### config.mk
export PLATFORM = sky130hd
export DESIGN_NAME = cve2_rf_wr_arbiter_flat
export DESIGN_NICKNAME = d
export VERILOG_FILES = /design/src/rtl/cve2_rf_wr_arbiter_if.sv /design/src/rtl/cve2_rf_wr_arbiter.sv /design/src/flat_wrapper.sv
export SDC_FILE = /design/constraint.sdc
export NUM_CORES = 1
export LEC_CHECK = 0
export ABC_AREA = 1
export BUFFER_PORTS_ARGS = -buffer_cell sky130_fd_sc_hd__buf_2
export CORE_ASPECT_RATIO = 0.9
export CORE_UTILIZATION = 53
export CTS_CLUSTER_DIAMETER = 80
export DETAILED_ROUTE_END_ITERATION = 8
export PLACE_DENSITY = 0.86
export SLEW_MARGIN = 10
export SYNTH_ARGS = -nofsm -noshare
export SYNTH_HDL_FRONTEND = slang
export SYNTH_SLANG_ARGS = --single-unit
### constraint.sdc
create_clock -name clk_i -period 7.5 [get_ports clk_i]
set_clock_uncertainty 0.05 [all_clocks]
set_input_delay 0.375 -clock clk_i [delete_from_list [all_inputs] [get_ports clk_i]]
set_output_delay 0.375 -clock clk_i [all_outputs]
set_load 0.1 [all_outputs]
### src/rtl/cve2_rf_wr_arbiter_if.sv
`default_nettype none
// +----------------------------------------------------------------------------+
// | cve2_rf_wr_arbiter_if: core writeback, coprocessor result and RF write bus  |
// | Revision: 1.0                                                              |
// +----------------------------------------------------------------------------+
interface cve2_rf_wr_arbiter_if;
  logic [4:0]  rf_waddr_id_i;
  logic [31:0] rf_wdata_id_i;
  logic        rf_we_id_i;
  logic [31:0] rf_wdata_lsu_i;
  logic        rf_we_lsu_i;
  logic        xif_result_valid_i;
  logic        xif_result_ready_o;
  logic [4:0]  xif_result_rd_i;
  logic [31:0] xif_result_data_i;
  logic        xif_result_we_i;
  logic        flush_i;
  logic [4:0]  rf_waddr_wb_o;
  logic [31:0] rf_wdata_wb_o;
  logic        rf_we_wb_o;
  logic        stall_id_o;
  logic        xif_pending_o;
  logic        collision_err_o;

  modport slave (
    input  rf_waddr_id_i, rf_wdata_id_i, rf_we_id_i, rf_wdata_lsu_i, rf_we_lsu_i,
    input  xif_result_valid_i, xif_result_rd_i, xif_result_data_i, xif_result_we_i, flush_i,
    output xif_result_ready_o, rf_waddr_wb_o, rf_wdata_wb_o, rf_we_wb_o,
    output stall_id_o, xif_pending_o, collision_err_o
  );

  modport master (
    output rf_waddr_id_i, rf_wdata_id_i, rf_we_id_i, rf_wdata_lsu_i, rf_we_lsu_i,
    output xif_result_valid_i, xif_result_rd_i, xif_result_data_i, xif_result_we_i, flush_i,
    input  xif_result_ready_o, rf_waddr_wb_o, rf_wdata_wb_o, rf_we_wb_o,
    input  stall_id_o, xif_pending_o, collision_err_o
  );
endinterface
`default_nettype wire

### src/rtl/cve2_rf_wr_arbiter.sv
`default_nettype none
// +----------------------------------------------------------------------------+
// | cve2_rf_wr_arbiter: shares the RF write port between core and coprocessor  |
// | Revision: 1.0                                                              |
// +----------------------------------------------------------------------------+
module cve2_rf_wr_arbiter #(
  parameter int unsigned DEPTH        = 2,
  parameter int unsigned STARVE_LIMIT = 4
) (
  input  logic                 clk_i,
  input  logic                 rst_ni,
  cve2_rf_wr_arbiter_if.slave  bus
);
  localparam int unsigned c_PTR_W = (DEPTH > 1) ? $clog2(DEPTH) : 1;
  localparam int unsigned c_CNT_W = $clog2(DEPTH + 1);
  localparam int unsigned c_STV_W = $clog2(STARVE_LIMIT + 1);
  localparam logic [c_CNT_W-1:0] c_DEPTH = c_CNT_W'(DEPTH);
  localparam logic [c_STV_W-1:0] c_LIMIT = c_STV_W'(STARVE_LIMIT);

  logic [4:0]         r_mem_rd   [DEPTH];
  logic [31:0]        r_mem_data [DEPTH];
  logic [c_PTR_W-1:0] r_wr_ptr;
  logic [c_PTR_W-1:0] r_rd_ptr;
  logic [c_CNT_W-1:0] r_count;
  logic [c_STV_W-1:0] r_starve;
  logic               r_collision;

  logic w_core_we;
  logic w_empty;
  logic w_full;
  logic w_push;
  logic w_store;
  logic w_pop;

  assign w_core_we = bus.rf_we_id_i | bus.rf_we_lsu_i;
  assign w_empty   = (r_count == '0);
  assign w_full    = (r_count == c_DEPTH);
  assign w_push    = bus.xif_result_valid_i & ~w_full & ~bus.flush_i;
  // Non-writing results and writes to x0 complete the handshake but are not buffered.
  assign w_store   = w_push & bus.xif_result_we_i & (bus.xif_result_rd_i != 5'd0);
  // Gating with rst_ni keeps entries buffered before a reset from ever reaching the RF.
  assign w_pop     = ~w_empty & ~w_core_we & ~bus.flush_i & rst_ni;

  assign bus.xif_result_ready_o = ~w_full;
  assign bus.xif_pending_o      = ~w_empty;
  assign bus.stall_id_o         = (r_starve == c_LIMIT);
  assign bus.collision_err_o    = r_collision;

  always_comb begin
    bus.rf_we_wb_o    = 1'b0;
    bus.rf_waddr_wb_o = 5'd0;
    bus.rf_wdata_wb_o = 32'd0;
    if (w_core_we) begin
      bus.rf_we_wb_o    = 1'b1;
      bus.rf_waddr_wb_o = bus.rf_waddr_id_i;
      bus.rf_wdata_wb_o = (bus.rf_wdata_id_i  & {32{bus.rf_we_id_i}})
                        | (bus.rf_wdata_lsu_i & {32{bus.rf_we_lsu_i}});
    end else if (w_pop) begin
      bus.rf_we_wb_o    = 1'b1;
      bus.rf_waddr_wb_o = r_mem_rd[r_rd_ptr];
      bus.rf_wdata_wb_o = r_mem_data[r_rd_ptr];
    end
  end

  always_ff @(posedge clk_i) begin
    if (w_store) begin
      r_mem_rd[r_wr_ptr]   <= bus.xif_result_rd_i;
      r_mem_data[r_wr_ptr] <= bus.xif_result_data_i;
    end
  end

  always_ff @(posedge clk_i) begin
    if (!rst_ni) begin
      r_wr_ptr <= '0;
      r_rd_ptr <= '0;
      r_count  <= '0;
    end else if (bus.flush_i) begin
      r_wr_ptr <= '0;
      r_rd_ptr <= '0;
      r_count  <= '0;
    end else begin
      if (w_store) r_wr_ptr <= r_wr_ptr + c_PTR_W'(1);
      if (w_pop)   r_rd_ptr <= r_rd_ptr + c_PTR_W'(1);
      case ({w_store, w_pop})
        2'b10:   r_count <= r_count + c_CNT_W'(1);
        2'b01:   r_count <= r_count - c_CNT_W'(1);
        default: r_count <= r_count;
      endcase
    end
  end

  always_ff @(posedge clk_i) begin
    if (!rst_ni) begin
      r_starve <= '0;
    end else if (w_pop || bus.flush_i || w_empty) begin
      r_starve <= '0;
    end else if (r_starve != c_LIMIT) begin
      r_starve <= r_starve + c_STV_W'(1);
    end
  end

  always_ff @(posedge clk_i) begin
    if (!rst_ni) begin
      r_collision <= 1'b0;
    end else if (bus.rf_we_id_i && bus.rf_we_lsu_i) begin
      r_collision <= 1'b1;
    end
  end
endmodule
`default_nettype wire

### src/flat_wrapper.sv
// flat-port wrapper written by rule: the top's interface ports become plain ports
module cve2_rf_wr_arbiter_flat 
#(
  parameter int unsigned DEPTH        = 2,
  parameter int unsigned STARVE_LIMIT = 4
)
  (clk_i, rst_ni, bus_rf_waddr_id_i, bus_rf_wdata_id_i, bus_rf_we_id_i, bus_rf_wdata_lsu_i, bus_rf_we_lsu_i, bus_xif_result_valid_i, bus_xif_result_rd_i, bus_xif_result_data_i, bus_xif_result_we_i, bus_flush_i, bus_xif_result_ready_o, bus_rf_waddr_wb_o, bus_rf_wdata_wb_o, bus_rf_we_wb_o, bus_stall_id_o, bus_xif_pending_o, bus_collision_err_o);
  cve2_rf_wr_arbiter_if bus_i ();
  input  logic clk_i;
  input  logic rst_ni;
  input wire logic [$bits(bus_i.rf_waddr_id_i)-1:0] bus_rf_waddr_id_i;
  input wire logic [$bits(bus_i.rf_wdata_id_i)-1:0] bus_rf_wdata_id_i;
  input wire logic [$bits(bus_i.rf_we_id_i)-1:0] bus_rf_we_id_i;
  input wire logic [$bits(bus_i.rf_wdata_lsu_i)-1:0] bus_rf_wdata_lsu_i;
  input wire logic [$bits(bus_i.rf_we_lsu_i)-1:0] bus_rf_we_lsu_i;
  input wire logic [$bits(bus_i.xif_result_valid_i)-1:0] bus_xif_result_valid_i;
  input wire logic [$bits(bus_i.xif_result_rd_i)-1:0] bus_xif_result_rd_i;
  input wire logic [$bits(bus_i.xif_result_data_i)-1:0] bus_xif_result_data_i;
  input wire logic [$bits(bus_i.xif_result_we_i)-1:0] bus_xif_result_we_i;
  input wire logic [$bits(bus_i.flush_i)-1:0] bus_flush_i;
  output wire logic [$bits(bus_i.xif_result_ready_o)-1:0] bus_xif_result_ready_o;
  output wire logic [$bits(bus_i.rf_waddr_wb_o)-1:0] bus_rf_waddr_wb_o;
  output wire logic [$bits(bus_i.rf_wdata_wb_o)-1:0] bus_rf_wdata_wb_o;
  output wire logic [$bits(bus_i.rf_we_wb_o)-1:0] bus_rf_we_wb_o;
  output wire logic [$bits(bus_i.stall_id_o)-1:0] bus_stall_id_o;
  output wire logic [$bits(bus_i.xif_pending_o)-1:0] bus_xif_pending_o;
  output wire logic [$bits(bus_i.collision_err_o)-1:0] bus_collision_err_o;
  assign bus_i.rf_waddr_id_i = bus_rf_waddr_id_i;
  assign bus_i.rf_wdata_id_i = bus_rf_wdata_id_i;
  assign bus_i.rf_we_id_i = bus_rf_we_id_i;
  assign bus_i.rf_wdata_lsu_i = bus_rf_wdata_lsu_i;
  assign bus_i.rf_we_lsu_i = bus_rf_we_lsu_i;
  assign bus_i.xif_result_valid_i = bus_xif_result_valid_i;
  assign bus_i.xif_result_rd_i = bus_xif_result_rd_i;
  assign bus_i.xif_result_data_i = bus_xif_result_data_i;
  assign bus_i.xif_result_we_i = bus_xif_result_we_i;
  assign bus_i.flush_i = bus_flush_i;
  assign bus_xif_result_ready_o = bus_i.xif_result_ready_o;
  assign bus_rf_waddr_wb_o = bus_i.rf_waddr_wb_o;
  assign bus_rf_wdata_wb_o = bus_i.rf_wdata_wb_o;
  assign bus_rf_we_wb_o = bus_i.rf_we_wb_o;
  assign bus_stall_id_o = bus_i.stall_id_o;
  assign bus_xif_pending_o = bus_i.xif_pending_o;
  assign bus_collision_err_o = bus_i.collision_err_o;
  cve2_rf_wr_arbiter #(.DEPTH(DEPTH), .STARVE_LIMIT(STARVE_LIMIT)) u_core (.clk_i(clk_i), .rst_ni(rst_ni), .bus(bus_i));
endmodule
Word-level counts from Yosys, hierarchy flattened
Memories as Yosys holds them, arrays and structs flattened. A register that Yosys moved wholly into a read port is not among the register bits.
Cells that the tools add are included.
Widths: inputs -> output; s select.
{ "totals": {"register_bits": 8, "mem_bits_rw": 74, "in_bits": 113, "output_inout_bits": 42, "wordCells": 54, "memories": 2} }
{ "op_classes": {"add_sub_neg": 5, "eq_ne": 5, "n_mux": 13, "bitwise": 16, "reduce_logical": 8} }
{ "memory_table": {"columns": ["memory", "words", "word_bits", "read_ports", "rd_ports_with_merged_regs", "wr", "line_no", "source"], "rows": [
  ["u_core.r_mem_data", 2, 32, 1, 1, 1, "cve2_rf_wr_arbiter.sv:21", "logic [31:0] r_mem_data [DEPTH];"],
  ["u_core.r_mem_rd", 2, 5, 1, 1, 1, "cve2_rf_wr_arbiter.sv:20", "logic [4:0] r_mem_rd [DEPTH];"]
]} }
{ "ops": {"columns": ["op", "count"], "rows": [
  ["$and 32x32->32", 2],
  ["$mux 32", 2],
  ["$or 32x32->32", 1],
  ["$mux 5", 2],
  ["$mux 1", 8],
  ["$and 1x1->1", 7],
  ["$not 1->1", 5],
  ["$reduce_bool 5->1", 1],
  ["$eq 2x2->1 const B", 2],
  ["$pmux 2 s2", 1],
  ["$reduce_or 2->1", 2],
  ["$add 3x1->3 const B", 1],
  ["$eq 3x3->1 const B", 1],
  ["$ne 3x3->1 const B", 1],
  ["$add 1x1->1 const B", 2],
  ["$add 2x1->2 const B", 1],
  ["$eq 2x1->1 const B", 1],
  ["$logic_not 2->1", 1],
  ["$logic_or 1x1->1", 2],
  ["$reduce_bool 2->1", 1],
  ["$sub 2x1->2 const B", 1],
  ["$logic_and 1x1->1", 1],
  ["$or 1x1->1", 1]
]} }

Longest topological paths before layout
Gate-level depths: netlist of the first run.
{ "logic_depth": {"ltp_word": 8, "mapped_depth": 11, "ltp_nobuf": 10} }

Worst setup path before layout of the first run
OpenSTA, ideal clock, no wires.
{ "synth_timing": {"path_kind": "input port to flip-flop", "start": "in bus_flush_i", "end": "mem u_core.r_mem_data[0][0], enable pin", "setup_ps": 431, "t_arrival_ps": 2278, "required_time_ps": 7019, "slack_ps": 4741, "cell_stages": 5, "n_path_buf": 0, "cell_sequence": "inv_1 -> nand3_1 -> nor2_1 -> nand2_1 -> nor2_1"} }
{ "synth_between": {"elab_chain_len": 6} }
{ "synth_lines": {"columns": ["item", "line_no", "source"], "rows": [
  ["start: declaration", "flat_wrapper.sv:20", "input wire logic [$bits(bus_i.flush_i)-1:0] bus_flush_i;"],
  ["$not 1->1", "cve2_rf_wr_arbiter.sv:38", "assign w_push = bus.xif_result_valid_i & ~w_full & ~bus.flush_i;"],
  ["$and 1x1->1", "cve2_rf_wr_arbiter.sv:38", null],
  ["$and 1x1->1 (2 in series)", "cve2_rf_wr_arbiter.sv:40", "assign w_store = w_push & bus.xif_result_we_i & (bus.xif_result_rd_i != 5'd0);"],
  ["$mux 1", "cve2_rf_wr_arbiter.sv:66", "if (w_store) begin"],
  ["$mux 1 (implied by the code)", "cve2_rf_wr_arbiter.sv:68", "r_mem_data[r_wr_ptr] <= bus.xif_result_data_i;"],
  ["end: declaration", "cve2_rf_wr_arbiter.sv:21", null]
]} }
Every way passes these cells.

==> run metrics, run 1 <==
RSZ-0062 raised after global routing false; RePlAce Congestion 0.7955; post-cts hold buffer count 0; syn avg cell area 9.942 um^2; final slew viol count 0; die height 84.69 um; nets 667; Routed WL 8.359 mm; Slew @ Worst Pin 1.102 ns; PD cells 211.0 mW/mm^2; Remaining DRCs 0; Startpoint Class flop; Final Hold Viols 0; Hold Path Origin bus_xif_result_data_i[13]; Int Pwr 741.5 uW; status completed; initial core utilization 0.5604; initial antenna violation count 0; synthesized cell area 0.004026 mm^2; FF+latch count, synth 83; drt pass-1 iters 5; post-route ant nets 0; largest net degree at the start of global routing 70; post-synthesis mux area share 0.01398; Buf+Inv Stages, Crit Path 1; IO Count 155; NetSw 313.3 uW; total congestion overflow 0; Clock Sinks 83; # H-tree levels 3; Reg power frac 0.487; clk buf depth 2; worst hold path class input pin to flop; # port buffers 154; CP required 7.07 ns; Synthesis Warnings 0; worst reg2reg startpoint u_core.r_count[0]; Synth-to-Final Area Change 24.18%; share of layout cells above drive strength 1 0.3975; Die X 93.88 um; CP Class flop to output pin; die area 0.007950 mm^2; CTS tree done; vias in the first global route 3173; TNS Setup 0 ns; Leakage 2.304 nW; Crit-path slowest cell dfxtp_2; Final Critical Period 2.739 ns; CTS root buffer clkbuf_8; via count 3212; Post-Layout Cell Count 649; Post-Syn Nets 521; Crit Path Max Fanout 69; largest family of logic cells by synthesized area simple AND/OR/NAND/NOR gates; Antenna Cells 0; GRT Resource Usage Total 0.2192; hpwl dp 5.853 mm; fmax 365.1 MHz; kind of end point of the critical path output pin; Iter 0 DRT Violations 126; Clock Latency Late Sink 0.33 ns; clock power share 0.315; headroom to the max-slew limit 0.2650; CTS clk-pin slew, worst paths 0.08 ns; first-pass GRT wire length 13.32 mm; simple-gate share of the synthesized area 0.2480; post-synthesis sequential area ratio 0.5966; layout filler cell count 562; crit path DAT 2.31 ns; Final setup viols 0; peak supply drop 0.1407 mV; Cell Rows 29; xor/xnor share of the synthesized area 0.004351; Max stage delay on crit path 1.04 ns; Adder-Cell Fraction of Synth Area 0.009323; Max-Cap Viols 0; Net Sw Frac 0.2970; post-CTS setup buffers 0; multi-input combinational cell area 0.001319 mm^2; post-cts resize count 0; WL per Instance 12.88 um; CTS Buf Count 9; CP delay by family, top flip-flops; Via density 4.949; combinational share of power 0.198; Sequential Area 0.002404 mm^2; crit path cell chain nand2_1 > o21ai_0 > nand2_2 > nand3_2 > buf_2; post-synth cell types 27; Inst Count DP 633; Final period util 0.3652; Cells after Synth 405; Synth Area in Compound Gates 0.05003; Core Box Area 0.007184 mm^2
==> routing by layer <==
metal | GRT usage | vias up | wire, um
li1 | - | 1610 | -
met1 | 0.2375 | 1457 | 3394
met2 | 0.4074 | 130 | 4254
met3 | 0.05163 | 15 | 578
met4 | 0.08671 | 0 | 131
met5 | 0 | - | 0
==> path summary, 6_finish.rpt <==
path / depth (start not counted) / end / slack (ns)
worst max-delay path: 5 / bus_rf_wdata_wb_o[20] / 4.76
worst min-delay path: 1 / u_core.r_mem_data[1][13] / 0.17
worst min register to register: 2 / u_core.bus.collision_err_o / 0.44
worst max register to register: 4 / u_core.r_mem_data[0][30] / 5.33
==> cells in the mapped netlist <==
cell type  number  area, um^2
inv_4           1       6.260
nand4_1         1       6.260
buf_2           4       20.02
clkbuf_1       10       37.54
nand2_2        20       125.1
nor2_4          2       22.52
buf_4           2       15.01
mux2_2          5       56.30
nand3_2        20       200.2
inv_1          45       168.9
clkbuf_2        1       5.000
a31oi_1         1       6.260
or2_2           1       6.260
buf_12          3       60.06
nor2_1          9       33.78
nand2_4         1       11.26
xnor2_1         1       8.760
a21oi_1         5       25.02
nand2_1       135       506.7
dfxtp_1         9       180.2
xor2_1          1       8.760
edfxtp_1       74        2222
nor2_2          1       6.260
o21ai_1         8       40.04
o21ai_0        26       130.1
ha_1            3       37.54
nand3_1        16       80.08
==> registers in the layout, summed over array words and instances, names as in the netlist, named ones only <==
register                    flops
u_core.r_starve                 3
u_core.r_mem_rd                10
u_core.r_wr_ptr                 1
u_core.r_count                  2
u_core.r_rd_ptr                 1
u_core.bus.collision_err_o      1
u_core.r_mem_data              64
==> final cells by class <==
cell class	instances	share of cell area
timing repair buffer	155	0.1557
clock buffer	10	0.02553
sequential	83	0.4807
inverter	46	0.03504
multi-input combinational	256	0.2638
tap	93	0.02327
clock inverter	6	0.01602
==> stage by stage <==
stage | hold slack [ns] | utilization | setup WS [ns] | cell area, um^2 | total power [mW]
global route | 0.1567 | 0.6959 | 4.525 | 5000 | 1.091
finish | 0.1715 | 0.6959 | 4.761 | 5000 | 1.055
detailed placement | 0.4201 | 0.6670 | 5.004 | 4792 | 0.7332
CTS | 0.1620 | 0.6959 | 4.732 | 5000 | 1.061
floorplan | 0.3901 | - | 4.741 | 4026 | 0.6815
global placement | 0.3944 | 0.6670 | 5.064 | 4792 | 0.7286
==> cells in the final DEF, fill, tap and decap left out, types with 8 or more instances in the layout <==
master    Yosys  final
nor2_1        9      8
nand2_1     135    135
dfxtp_1       9      8
o21ai_0      26     26
nand3_1      16     16
clkbuf_8      0      9
inv_1        45     45
nand3_2      20     20
nand2_2      20     20
edfxtp_1     74     74
o21ai_1       8      8
buf_2         4    154
==> logic make-up (layout without fill, tap and decap cells) <==
| family | count (synthesis) | count (layout) |
|---|---|---|
| AOI/OAI and AO/OA | 40 | 40 |
| xor gates and xnor gates | 2 | 2 |
| adders and majority gates | 3 | 3 |
| buffers and inverters | 66 | 217 |
| DFF | 83 | 83 |
| muxes | 5 | 5 |
| and+or+nand+nor | 206 | 206 |
==> power groups by stage <==
stage                     clock network (mW)  logic (mW)  registers (mW)
after floorplan                            0       0.156           0.526
after global placement                     0       0.205           0.523
after detailed placement                   0       0.209           0.524
after CTS                              0.338       0.210           0.513
after global routing                   0.358       0.220           0.514
final                                  0.333       0.209           0.513
Note: power is estimated with default switching activity, not from simulation.
==> run 2, diff against run 1 <==
- ABC_AREA: 1 -> 0
- CORE_UTILIZATION: 53 -> 43
- PLACE_DENSITY: 0.86 -> 0.76
- clock period: 7.5 -> 2.3 ns (I/O delays scaled with it)
==> run metrics, run 2 <==
syn avg cell area 13.97 um^2 (was 9.942 um^2); post-route ant nets 0 (unchanged); NetSw 1.066 mW (was 313.3 uW); commonest non-fill, non-tap cell in the layout buf_2 (unchanged); failing checks design-rule violations; Cells after Synth 257 (was 405); total congestion overflow 0 (unchanged); share of layout cells above drive strength 1 0.4912 (was 0.3975); Synth async-reset ratio 0 (unchanged); # H-tree levels 3 (unchanged); area leader, netlist edfxtp_1 (unchanged); status complete, but fails checks (was completed); crit path cell chain dlygate4sd3_1 > buf_2 > or4_1 > o211a_1 > and2_2 (was nand2_1 > o21ai_0 > nand2_2 > nand3_2 > buf_2); worst hold path class input pin to flop (unchanged); WL per Instance 16.14 um (was 12.88 um); RSZ-0062 raised after global routing false (unchanged); peak supply drop 0.3598 mV (was 0.1407 mV); final core utilization 0.7317 (was 0.6959); via count 2889 (was 3212); initial antenna violation count 1 (was 0); post-synthesis sequential area ratio 0.6692 (was 0.5966); Clock Latency Late Sink 0.34 ns (was 0.33 ns); post-synth cell types 29 (was 27); Final period util 0.9671; Reg power frac 0.462 (was 0.487); Final setup viols 0 (unchanged); Antenna Cells 0 (unchanged); GRT Resource Usage Total 0.2075 (was 0.2192); Synth-to-Final Area Change 64.45% (was 24.18%); met1 usage 0.2118 (was 0.2375); TNS Setup 0 ns (unchanged); Setup WS pre-CTS 0.2047 ns (was 5.004 ns); Final Critical Period 2.224 ns; CTS clk-pin slew, worst paths 0.08 ns (about the same); initial core utilization 0.4449 (was 0.5604); most frequent cell after synthesis edfxtp_1 (was nand2_1); FF+latch count, synth 83 (unchanged); most common library cells after synthesis edfxtp_1 (74), mux2i_1 (39), o21ai_1 (38), a22oi_1 (32) (was nand2_1 (135), edfxtp_1 (74), inv_1 (45), o21ai_0 (26)); Synth Area in Compound Gates 0.1311 (was 0.05003); Top Usage Layer GRT met2 (unchanged); Total Power 3.619 mW (was 1.055 mW); Cell Rows 31 (was 29); clk buf depth 2 (unchanged); post-synthesis mux area share 0.1087 (was 0.01398); Adder-Cell Fraction of Synth Area 0.01046 (was 0.009323); die height 88.68 um (was 84.69 um); EDFF count, synth 74 (unchanged); Leakage 2.233 nW (was 2.304 nW); Int Pwr 2.553 mW (was 741.5 uW); CTS root buffer clkbuf_8 (unchanged); Max-Cap Viols 0 (unchanged); Core Box Area 0.008068 mm^2 (was 0.007184 mm^2); headroom to the max-slew limit 0.2795 (was 0.2650); Slew @ Worst Pin 1.078 ns (was 1.102 ns); Remaining DRCs 2 (was 0); CTS tree done (unchanged); Final Hold Viols 0 (unchanged); Top reg by flops u_core.r_mem_data (unchanged); Startpoint Class input pin (was flop); Crit-path slowest cell dlygate4sd3_1 (was dfxtp_2); final setup margin 0.07565 ns (was 4.761 ns); Placed Instance Area 0.005328 mm^2 (was 0.004792 mm^2); combinational share of power 0.266 (was 0.198); synth top area cells edfxtp_1 (62%), mux2i_1 (11%), a22oi_1 (6.7%), o21ai_1 (5.3%), dfxtp_1 (5.0%) (was edfxtp_1 (55%), nand2_1 (13%), nand3_2 (5.0%), dfxtp_1 (4.5%), inv_1 (4.2%)); CTS Buf Count 9 (unchanged); drt pass-1 iters 9 (was 5); PD cells 613.0 mW/mm^2 (was 211.0 mW/mm^2); met3 usage 0.05292 (was 0.05163); synthesized cell area 0.003590 mm^2 (was 0.004026 mm^2); layout filler cell count 515 (was 562); fin area 0.005903 mm^2 (was 0.005000 mm^2); RePlAce Congestion 0.7648 (was 0.7955); final slew viol count 0 (unchanged); Iter 0 DRT Violations 103 (was 126); max FFs per register 64 (unchanged); simple-gate share of the synthesized area 0.04217 (was 0.2480); commonest cells after routing, fill and taps aside buf_2 (117), edfxtp_1 (74), mux2i_1 (39) (was buf_2 (154), nand2_1 (135), edfxtp_1 (74)); CP Class input pin to flop (was flop to output pin); Routed WL 8.924 mm (was 8.359 mm); nets 565 (was 667); Buf+Inv Stages, Crit Path 2 (was 1); Crit Path Max Fanout 37 (was 69); Synthesis Warnings 0 (unchanged); crit path DAT 2.14 ns (was 2.31 ns); hpwl dp 6.015 mm (was 5.853 mm); fmax 449.6 MHz; xor/xnor share of the synthesized area 0.007320 (was 0.004351); largest net degree at the start of global routing 38 (was 70); Clock Sinks 83 (unchanged); Die X 98.31 um (was 93.88 um); vias in the first global route 2941 (was 3173); # port buffers 154 (unchanged); GR Util met2 0.4161 (was 0.4074); IO Count 155 (unchanged); first-pass GRT wire length 13.54 mm (was 13.32 mm); die area 0.008718 mm^2 (was 0.007950 mm^2); Max stage delay on crit path 0.55 ns (was 1.04 ns); clock power share 0.272 (was 0.315); kind of end point of the critical path flop (was output pin); CP delay by family, top simple AND/OR/NAND/NOR gates (was flip-flops); largest family of logic cells by synthesized area compound AO/OA/AOI/OAI gates (was simple AND/OR/NAND/NOR gates); CP required 2.21 ns (was 7.07 ns); predominant post-synthesis flop cell edfxtp_1 (unchanged); Largest regs u_core.r_mem_data: 64 flops, u_core.r_mem_rd: 10 flops, u_core.r_starve: 3 flops (unchanged); Post-Syn Nets 373 (was 521); Net Sw Frac 0.2945 (was 0.2970); share of the synthesized area in the top cell type 0.6190 (was 0.5519); Via density 5.224 (was 4.949)
==> run 2: cell type report <==
type	instances	area, um^2	share of cell area
clock buffer	15	187.7	0.03179
clock inverter	1	5.005	0.0008478
tap	99	123.9	0.02098
timing repair buffer	198	1752	0.2967
inverter	6	26.28	0.004451
sequential	83	2405	0.4074
multi-input combinational	151	1404	0.2378
==> run 2: logic make-up after synthesis <==
logic type / Yosys count
flip-flops: 83
AO/OA/AOI/OAI: 77
multiplexers: 39
AND/OR/NAND/NOR: 29
buffers and inverters: 23
XOR/XNOR: 3
adder cells (fa/ha/maj): 3
==> run 2: timing repair <==
item | in CTS | in global routing
hold endpoints to repair | 75 | 0
hold buffers | 38 | 0
setup endpoints to repair | 0 | 5
setup buffers | 0 | 0
gates resized for setup | 0 | 1
==> run 2: tightest hold or removal path: cells and delay by family <==
kind,cells,cell delay (ns)
simple gates,2,0.14
buf+inv,1,0.10
mux,1,0.05
==> run 2: metal layers <==
layer	routed length, um	share of wire
met1	3418	0.38
met2	4757	0.53
met3	621	0.070
met4	112	0.013
met5	13	0.0015
==> run 2: per-stage QoR <==
stage | cells | hold WS [ns]
floorplan | 257 | 0.1639
global placement | 499 | 0.2541
detailed placement | 499 | 0.2564
CTS | 553 | 0.07261
global route | 553 | 0.06272
finish | 553 | 0.05360
==> run 2: final timing paths <==
kind                         startpoint                    endpoint  slack (ns)  cells after the start
min reg2reg  u_core.bus.collision_err_o  u_core.bus.collision_err_o        0.45                      2
max              bus_xif_result_rd_i[0]    u_core.r_mem_data[1][31]        0.08                      5
max reg2reg           u_core.r_count[0]     u_core.r_mem_data[0][0]        0.22                      4
min                         bus_flush_i             u_core.r_wr_ptr        0.05                      4
==> run 2: power groups by stage <==
stage | logic (mW) | clock network, mW | registers (mW)
floorplan | 0.543 | 0 | 1.71
global placement | 0.892 | 0 | 1.71
detailed placement | 0.908 | 0 | 1.71
CTS | 0.960 | 1.01 | 1.67
global route | 0.997 | 1.06 | 1.67
finish | 0.961 | 0.985 | 1.67
